==> src/rtl/rps_match_scorer.sv <==
`default_nettype none
// ============================================================================
// Module   : rps_match_scorer
// Brief    : Match scorekeeper for stone-paper-scissors round results; optional
//            consecutive-win streak tracking enabled by RPS_STREAK_EN.
// Revision : 1.0  initial release
// ============================================================================
module rps_match_scorer #(
    parameter int WIN_TARGET = 3,
    parameter int SCORE_W    = 4,
    parameter int CNT_W      = 6
) (
    input  logic               clk,
    input  logic               reset,
    input  logic               res_valid,
    input  logic [1:0]         res_code,
    input  logic               clear_match,
    output logic [SCORE_W-1:0] p1_score,
    output logic [SCORE_W-1:0] p2_score,
    output logic [CNT_W-1:0]   round_cnt,
    output logic [CNT_W-1:0]   tie_cnt,
    output logic [CNT_W-1:0]   inv_cnt,
    output logic [1:0]         match_state,
    output logic               match_over,
    output logic [1:0]         match_winner,
    output logic               res_drop,
    output logic [SCORE_W-1:0] streak_len,
    output logic [1:0]         streak_owner
);

    typedef enum logic [1:0] {
        ST_IDLE    = 2'b00,
        ST_PLAY    = 2'b01,
        ST_DONE    = 2'b10,
        ST_ILLEGAL = 2'b11
    } state_t;

    localparam logic [SCORE_W-1:0] c_win_target = SCORE_W'(WIN_TARGET);
    localparam logic [CNT_W-1:0]   c_cnt_max    = '1;

    state_t             r_state, w_state_nxt;
    logic [SCORE_W-1:0] r_p1, w_p1_nxt, r_p2, w_p2_nxt;
    logic [CNT_W-1:0]   r_round, w_round_nxt, r_tie, w_tie_nxt, r_inv, w_inv_nxt;
    logic [1:0]         r_winner, w_winner_nxt;
    logic               r_over, r_drop, w_drop_nxt;
    logic [SCORE_W-1:0] w_p1_inc, w_p2_inc;
    logic               w_take;

    assign w_p1_inc = r_p1 + 1'b1;
    assign w_p2_inc = r_p2 + 1'b1;
    // A strobe is scored only while the match is open and not being cleared.
    assign w_take   = res_valid && !clear_match &&
                      (r_state == ST_IDLE || r_state == ST_PLAY);

    always_ff @(posedge clk) begin
        if (reset) begin
            r_state  <= ST_IDLE;
            r_p1     <= '0;
            r_p2     <= '0;
            r_round  <= '0;
            r_tie    <= '0;
            r_inv    <= '0;
            r_winner <= 2'b00;
            r_over   <= 1'b0;
            r_drop   <= 1'b0;
        end else begin
            r_state  <= w_state_nxt;
            r_p1     <= w_p1_nxt;
            r_p2     <= w_p2_nxt;
            r_round  <= w_round_nxt;
            r_tie    <= w_tie_nxt;
            r_inv    <= w_inv_nxt;
            r_winner <= w_winner_nxt;
            r_over   <= (w_state_nxt == ST_DONE);
            r_drop   <= w_drop_nxt;
        end
    end

    always_comb begin
        w_state_nxt  = r_state;
        w_p1_nxt     = r_p1;
        w_p2_nxt     = r_p2;
        w_round_nxt  = r_round;
        w_tie_nxt    = r_tie;
        w_inv_nxt    = r_inv;
        w_winner_nxt = r_winner;
        w_drop_nxt   = 1'b0;
        if (clear_match) begin
            w_state_nxt  = ST_IDLE;
            w_p1_nxt     = '0;
            w_p2_nxt     = '0;
            w_round_nxt  = '0;
            w_tie_nxt    = '0;
            w_inv_nxt    = '0;
            w_winner_nxt = 2'b00;
            w_drop_nxt   = res_valid;
        end else begin
            case (r_state)
                ST_IDLE, ST_PLAY: begin
                    if (w_take) begin
                        if (res_code == 2'b11) begin
                            if (r_inv != c_cnt_max) w_inv_nxt = r_inv + 1'b1;
                        end else begin
                            if (r_round != c_cnt_max) w_round_nxt = r_round + 1'b1;
                            w_state_nxt = ST_PLAY;
                            case (res_code)
                                2'b01: begin
                                    w_p1_nxt = w_p1_inc;
                                    if (w_p1_inc == c_win_target) begin
                                        w_state_nxt  = ST_DONE;
                                        w_winner_nxt = 2'b01;
                                    end
                                end
                                2'b10: begin
                                    w_p2_nxt = w_p2_inc;
                                    if (w_p2_inc == c_win_target) begin
                                        w_state_nxt  = ST_DONE;
                                        w_winner_nxt = 2'b10;
                                    end
                                end
                                default: begin
                                    if (r_tie != c_cnt_max) w_tie_nxt = r_tie + 1'b1;
                                end
                            endcase
                        end
                    end
                end
                ST_DONE: w_drop_nxt = res_valid;
                default: w_state_nxt = ST_IDLE;
            endcase
        end
    end

`ifdef RPS_STREAK_EN
    localparam logic [SCORE_W-1:0] c_streak_max = '1;

    logic [SCORE_W-1:0] r_slen, w_slen_nxt;
    logic [1:0]         r_sown, w_sown_nxt;

    always_ff @(posedge clk) begin
        if (reset) begin
            r_slen <= '0;
            r_sown <= 2'b00;
        end else begin
            r_slen <= w_slen_nxt;
            r_sown <= w_sown_nxt;
        end
    end

    always_comb begin
        w_slen_nxt = r_slen;
        w_sown_nxt = r_sown;
        if (clear_match) begin
            w_slen_nxt = '0;
            w_sown_nxt = 2'b00;
        end else if (w_take) begin
            case (res_code)
                2'b00: begin
                    w_slen_nxt = '0;
                    w_sown_nxt = 2'b00;
                end
                2'b01, 2'b10: begin
                    if (r_sown == res_code) begin
                        if (r_slen != c_streak_max) w_slen_nxt = r_slen + 1'b1;
                    end else begin
                        w_slen_nxt = SCORE_W'(1);
                        w_sown_nxt = res_code;
                    end
                end
                default: ;
            endcase
        end
    end

    assign streak_len   = r_slen;
    assign streak_owner = r_sown;
`else
    assign streak_len   = '0;
    assign streak_owner = 2'b00;
`endif

    assign p1_score     = r_p1;
    assign p2_score     = r_p2;
    assign round_cnt    = r_round;
    assign tie_cnt      = r_tie;
    assign inv_cnt      = r_inv;
    assign match_state  = r_state;
    assign match_over   = r_over;
    assign match_winner = r_winner;
    assign res_drop     = r_drop;

endmodule
`default_nettype wire

==> config.mk <==
export PLATFORM = sky130hd
export DESIGN_NAME = rps_match_scorer
export DESIGN_NICKNAME = d
export VERILOG_FILES = /design/src/rtl/rps_match_scorer.sv
export SDC_FILE = /design/constraint.sdc
export NUM_CORES = 1
export LEC_CHECK = 0
export CAP_MARGIN = 10
export CORE_MARGIN = 3
export CORE_UTILIZATION = 40
export CTS_CLUSTER_DIAMETER = 120
export CTS_CLUSTER_SIZE = 24
export DETAILED_ROUTE_END_ITERATION = 16
export PLACE_DENSITY = 0.73
export SLEW_MARGIN = 10
export SYNTH_ARGS = -nofsm -noshare
export SYNTH_HDL_FRONTEND = slang
export SYNTH_SLANG_ARGS = --single-unit
==> constraint.sdc <==
create_clock -name clk -period 5 [get_ports clk]
set_clock_uncertainty 0.05 [all_clocks]
set_input_delay 1.5 -clock clk [delete_from_list [all_inputs] [get_ports clk]]
set_output_delay 1.5 -clock clk [all_outputs]
set_load 0.005 [all_outputs]
Yosys cells after proc, flatten, opt, wreduce, memory -nomap -nowiden
Cells that the tools add are included.
{ "word_totals": {"output_inout_bits": 38, "inputBits": 6, "regBits": 32, "wordCells": 56} }
{ "classes": {"bitwise": 2, "mux": 12, "addsub": 5, "eq_ne": 13, "reduce_logical": 15} }
{ "ops": {"columns": ["op", "n"], "rows": [
  ["$add 6x1->6 const B", 3],
  ["$ne 6x6->1 const B", 3],
  ["$reduce_and 4->1", 4],
  ["$mux 2", 7],
  ["$pmux 2 s2", 3],
  ["$add 4x1->4 const B", 2],
  ["$eq 2x2->1 const B", 4],
  ["$eq 4x2->1 const B", 2],
  ["$reduce_and 6->1", 1],
  ["$reduce_or 2->1", 3],
  ["$reduce_and 5->1", 1],
  ["$eq 2x1->1 const B", 2],
  ["$ne 2x2->1 const B", 2],
  ["$logic_and 1x1->1", 2],
  ["$logic_not 2->1", 1],
  ["$mux 1", 2],
  ["$not 1->1", 2],
  ["$reduce_bool 2->1", 1],
  ["$logic_not 1->1", 1],
  ["$logic_or 1x1->1", 1]
]} }

Logic depth before layout (Yosys ltp)
{ "logic_depth": {"ltp_word": 9, "mapped_depth": 7, "ltp_nobuf": 7} }

Least setup slack after synthesis
Ideal clock, no wire load.
{ "synth_path": {"path_kind": "input -> register", "from": "input port res_code[0]", "to": "register r_round[5] (netlist: round_cnt[5])", "path_stages": 6, "path_buffers": 0, "setup_ns": 0.128, "slack_ns": 1.958, "arrival_ns": 2.865, "t_required_ns": 4.822, "path_cell_list": "ha_1 > or4b_4 > or3_4 > nor2_2 > xnor2_1 > nor2_1"} }
{ "synth_via": {"elab_chain_cells": 3} }
{ "synth_lines": {"columns": ["element", "line_no", "text"], "rows": [
  ["start: declaration", "16", "input logic [1:0] res_code,"],
  ["$eq 2x2->1", "101", "if (res_code == 2'b11) begin"],
  ["$not 1->1 (no source line)", null, null],
  ["$reduce_and 4->1 (no source line)", null, null],
  ["end signal: assignment", "70", "r_round <= w_round_nxt;"],
  ["end: declaration", "43", "logic [CNT_W-1:0] r_round, w_round_nxt, r_tie, w_tie_nxt, r_inv, w_inv_nxt;"]
]} }
Every way passes these cells.
A chain may end at the register's enable or synchronous reset.

Worst setup path in the final report
Ends and elaborated chain as after synthesis.

==> results.md <==
* Overall overflow remaining after global route at 0
* Maximum VDD drop at 0.000148 V
* Number of enable flip-flop cells after synthesis at 0
* Sequential fraction of the synthesis area at 0.386
* Share of Yosys cell area claimed by the top area cell type at 0.386
* Largest net degree at the start of global routing at 31
* PwrDens at 257 nW/um^2
* Synth Area per Inst at 8.88 um^2
* Startpoint of the lowest-slack register-to-register path: p2_score[0]
* Part of the cycle the worst path needs at 0.667
* Yosys warning count at 0
* Top cell types by occurrence after synthesis: 32 x sky130_fd_sc_hd__dfxtp_1, 31 x sky130_fd_sc_hd__nor2_1, 12 x sky130_fd_sc_hd__xor2_1, 11 x sky130_fd_sc_hd__ha_1, 11 x sky130_fd_sc_hd__nand2_1
* Total via count in the routed design at 1,383
* Total power at 558 uW
* Most common cell in the synthesized netlist: sky130_fd_sc_hd__dfxtp_1
* Post-layout worst setup margin at 1670 ps
* Layout cell share with drive strength beyond 1 at 0.0661
* Final Max Tran Viols at 0
* Die area at 4960 um^2
* Worst Path Class, Setup: primary input to register
* Synth area leader: sky130_fd_sc_hd__dfxtp_1
* Capture point of the worst reg-to-reg path: match_state[0]
* Violation count after the first detailed-route iteration at 107
* Post-route ant nets at 0
* Non-filler cells, final at 275
* I/O Pins at 44
* Worst reg-to-reg path cell count at 6
* Worst setup slack before clock tree synthesis at 1350 ps
* P_leak at 0.000821 uW
* HPWL after detailed placement at 2440 um
* Kind of path behind the tightest hold check: register to register
* CTS Hold Buffers Added at 0
* Worst-case clock buffer depth at 2
* Synth async-reset ratio at 0
* Number of vias per cell at 5.03
* Final-stage net count at 243
* Total of cells resized after clock tree synthesis at 0
* TritonCTS Buffers at 5
* Buffers on Ports at 37
* Critical path data required time at 5110 ps
* Final period demand of the worst path at 3330 ps
* Synthesized area at 1660 um^2
* Slowest Stage Delay on Critical Path at 530 ps
* Beginning of the critical path: res_code[0]
* DR WL/cell at 12.1 um
* Initial Util at 0.434
* Critical-path cell with the highest stage delay: sky130_fd_sc_hd__or4b_4
* Seq cells post-synth at 32
* Antenna violations before repair at 0
* Synth Flop Type: sky130_fd_sc_hd__dfxtp_1
* First-pass GRT wire length at 5590 um
* Clock root buffer: sky130_fd_sc_hd__clkbuf_8
* CTS Sinks at 32
* Capture point of the critical path: round_cnt[5]
* Total of endpoints with negative setup slack in the final report at 0
* Ordered cell list for the critical path: clkdlybuf4s50_1 > ha_1 > or4b_4 > or3_4 > nor2_2 > xnor2_1 > nor2_1
* Final hold viol count at 0
* Antenna diode count at 0
* CP endpoint kind: register
* Level count of the clock H-tree at 2
* Layout area overhead at 31.0%
* RSZ-0062 raised after global routing: false
* DRC viols at 0
* Slew @ Worst Pin at 586 ps
* Fmax at 300 MHz
* Core Area at 3830 um^2
* Total detailed-routing wirelength at 3340 um
* Min Hold Slack at 409 ps
* Crit start category: primary input
* Post-CTS repair timing setup buffer count at 0
* Biggest area contributors in the synthesized netlist: sky130_fd_sc_hd__dfxtp_1 39%, sky130_fd_sc_hd__ha_1 8.3%, sky130_fd_sc_hd__nor2_1 7.0%
* Max cap viols at 0
* Worst-path clk slew at 70 ps
* Aggregate global-route resource usage at 0.140
* TritonCTS clock tree: done
* Syn Inst Count at 187
* Result of the run: completed
* Count of different cell masters after synthesis at 40
* Number of global-route vias before repair at 1,252
* Rel. slew slack at 0.609
* Arrival time reported for the critical path endpoint at 3440 ps
* Drt pass-1 iters at 4
* Die height at 70.4 um
* Die outline width at 70.4 um
* Biggest fanout along the worst timing path at 4
* Setup TNS Final at 0 ps
* # rows at 22
* Final GP Congestion at 0.798
* Post-Place Cells at 267
* Clock latency at the later pin of the worst-skew pair at 290 ps
* Slack of the worst reg-to-reg path at 3170 ps
[cells in the final DEF (no fill, tap or decap), types with 3 or more instances in the layout]
cell type and count:
sky130_fd_sc_hd__ha_1 11, sky130_fd_sc_hd__o21ai_0 3, sky130_fd_sc_hd__nand4_1 8, sky130_fd_sc_hd__xnor2_1 9, sky130_fd_sc_hd__clkbuf_8 7, sky130_fd_sc_hd__dfxtp_1 32, sky130_fd_sc_hd__clkdlybuf4s50_1 37, sky130_fd_sc_hd__mux2i_1 3
sky130_fd_sc_hd__nor2_1 31, sky130_fd_sc_hd__a31oi_1 3, sky130_fd_sc_hd__inv_1 8, sky130_fd_sc_hd__nand3_1 6, sky130_fd_sc_hd__a21oi_1 3, sky130_fd_sc_hd__xor2_1 12, sky130_fd_sc_hd__conb_1 6, sky130_fd_sc_hd__and3_1 3
sky130_fd_sc_hd__and2_1 3, sky130_fd_sc_hd__nand2_1 11, sky130_fd_sc_hd__a211oi_1 3
[per-layer routing]
metal	wire, um	part of all wire	GRT usage	up-vias
li1	-	-	-	709
met1	1560	0.47	0.175	624
met2	1500	0.45	0.216	45
met3	209	0.063	0.0432	5
met4	63	0.019	0.0702	0
met5	0	0	0	-
[sequential cells by signal, summed over array words and instances (netlist names)]
register      cells
inv_cnt           6
p2_score          4
match_state       2
res_drop          1
tie_cnt           6
match_over        1
round_cnt         6
match_winner      2
p1_score          4
[power breakdown]
group          switching [uW]  internal (uW)
Sequential               1.79            257
Combinational            16.4           13.6
Clock                    94.4            176
Total                     113            446
[cells by family (layout without fill, tap and decap cells)]
group                    Yosys count  count (layout)  synth area share
multiplexers                       3               3            0.0181
buffers and inverters             18              53            0.0543
XOR/XNOR                          21              21             0.111
AND/OR/NAND/NOR                   77              77             0.243
flip-flops                        32              32             0.386
other                              1               6           0.00226
AO/OA/AOI/OAI                     24              24             0.102
adder cells (fa/ha/maj)           11              11            0.0829
[worst max-delay path, delay by kind of cell]
| kind | cells | cell delay [ps] |
|---|---|---|
| adder cells (fa/ha/maj) | 1 | 270 |
| buffers and inverters | 1 | 450 |
| XOR/XNOR | 1 | 120 |
| AND/OR/NAND/NOR | 4 | 1090 |
[through the flow]
| stage | instance area, um^2 | utilization |
|---|---|---|
| 6_report | 2180 | 0.569 |
| 5_1_grt | 2180 | 0.569 |
| 4_1_cts | 2180 | 0.569 |
| 3_5_place_dp | 2050 | 0.536 |
| 3_3_place_gp | 2050 | 0.536 |
| 2_1_floorplan | 1680 | - |
[how the worst min path moves through the flow]
stage                 endpoint  slack (ps)            start  depth (start not counted)
2_1_floorplan  match_winner[0]         400  match_winner[0]                          2
3_3_place_gp   match_winner[0]         400  match_winner[0]                          2
3_5_place_dp   match_winner[0]         400  match_winner[0]                          2
4_1_cts        match_winner[0]         410  match_winner[0]                          2
5_1_grt        match_winner[0]         420  match_winner[0]                          2
6_report       match_winner[0]         410  match_winner[0]                          2
[cell type report]
| type | instances | area [um^2] |
|---|---|---|
| Multi-Input combinational cell | 142 | 948 |
| Inverter | 8 | 30.0 |
| Fill cell | 342 | 1650 |
| Tap cell | 48 | 60.1 |
| Clock inverter | 1 | 30.0 |
| Sequential cell | 32 | 641 |
| Clock buffer | 7 | 96.3 |
| Timing Repair Buffer | 37 | 370 |
No activity file was read; power rests on OpenSTA's default activity.
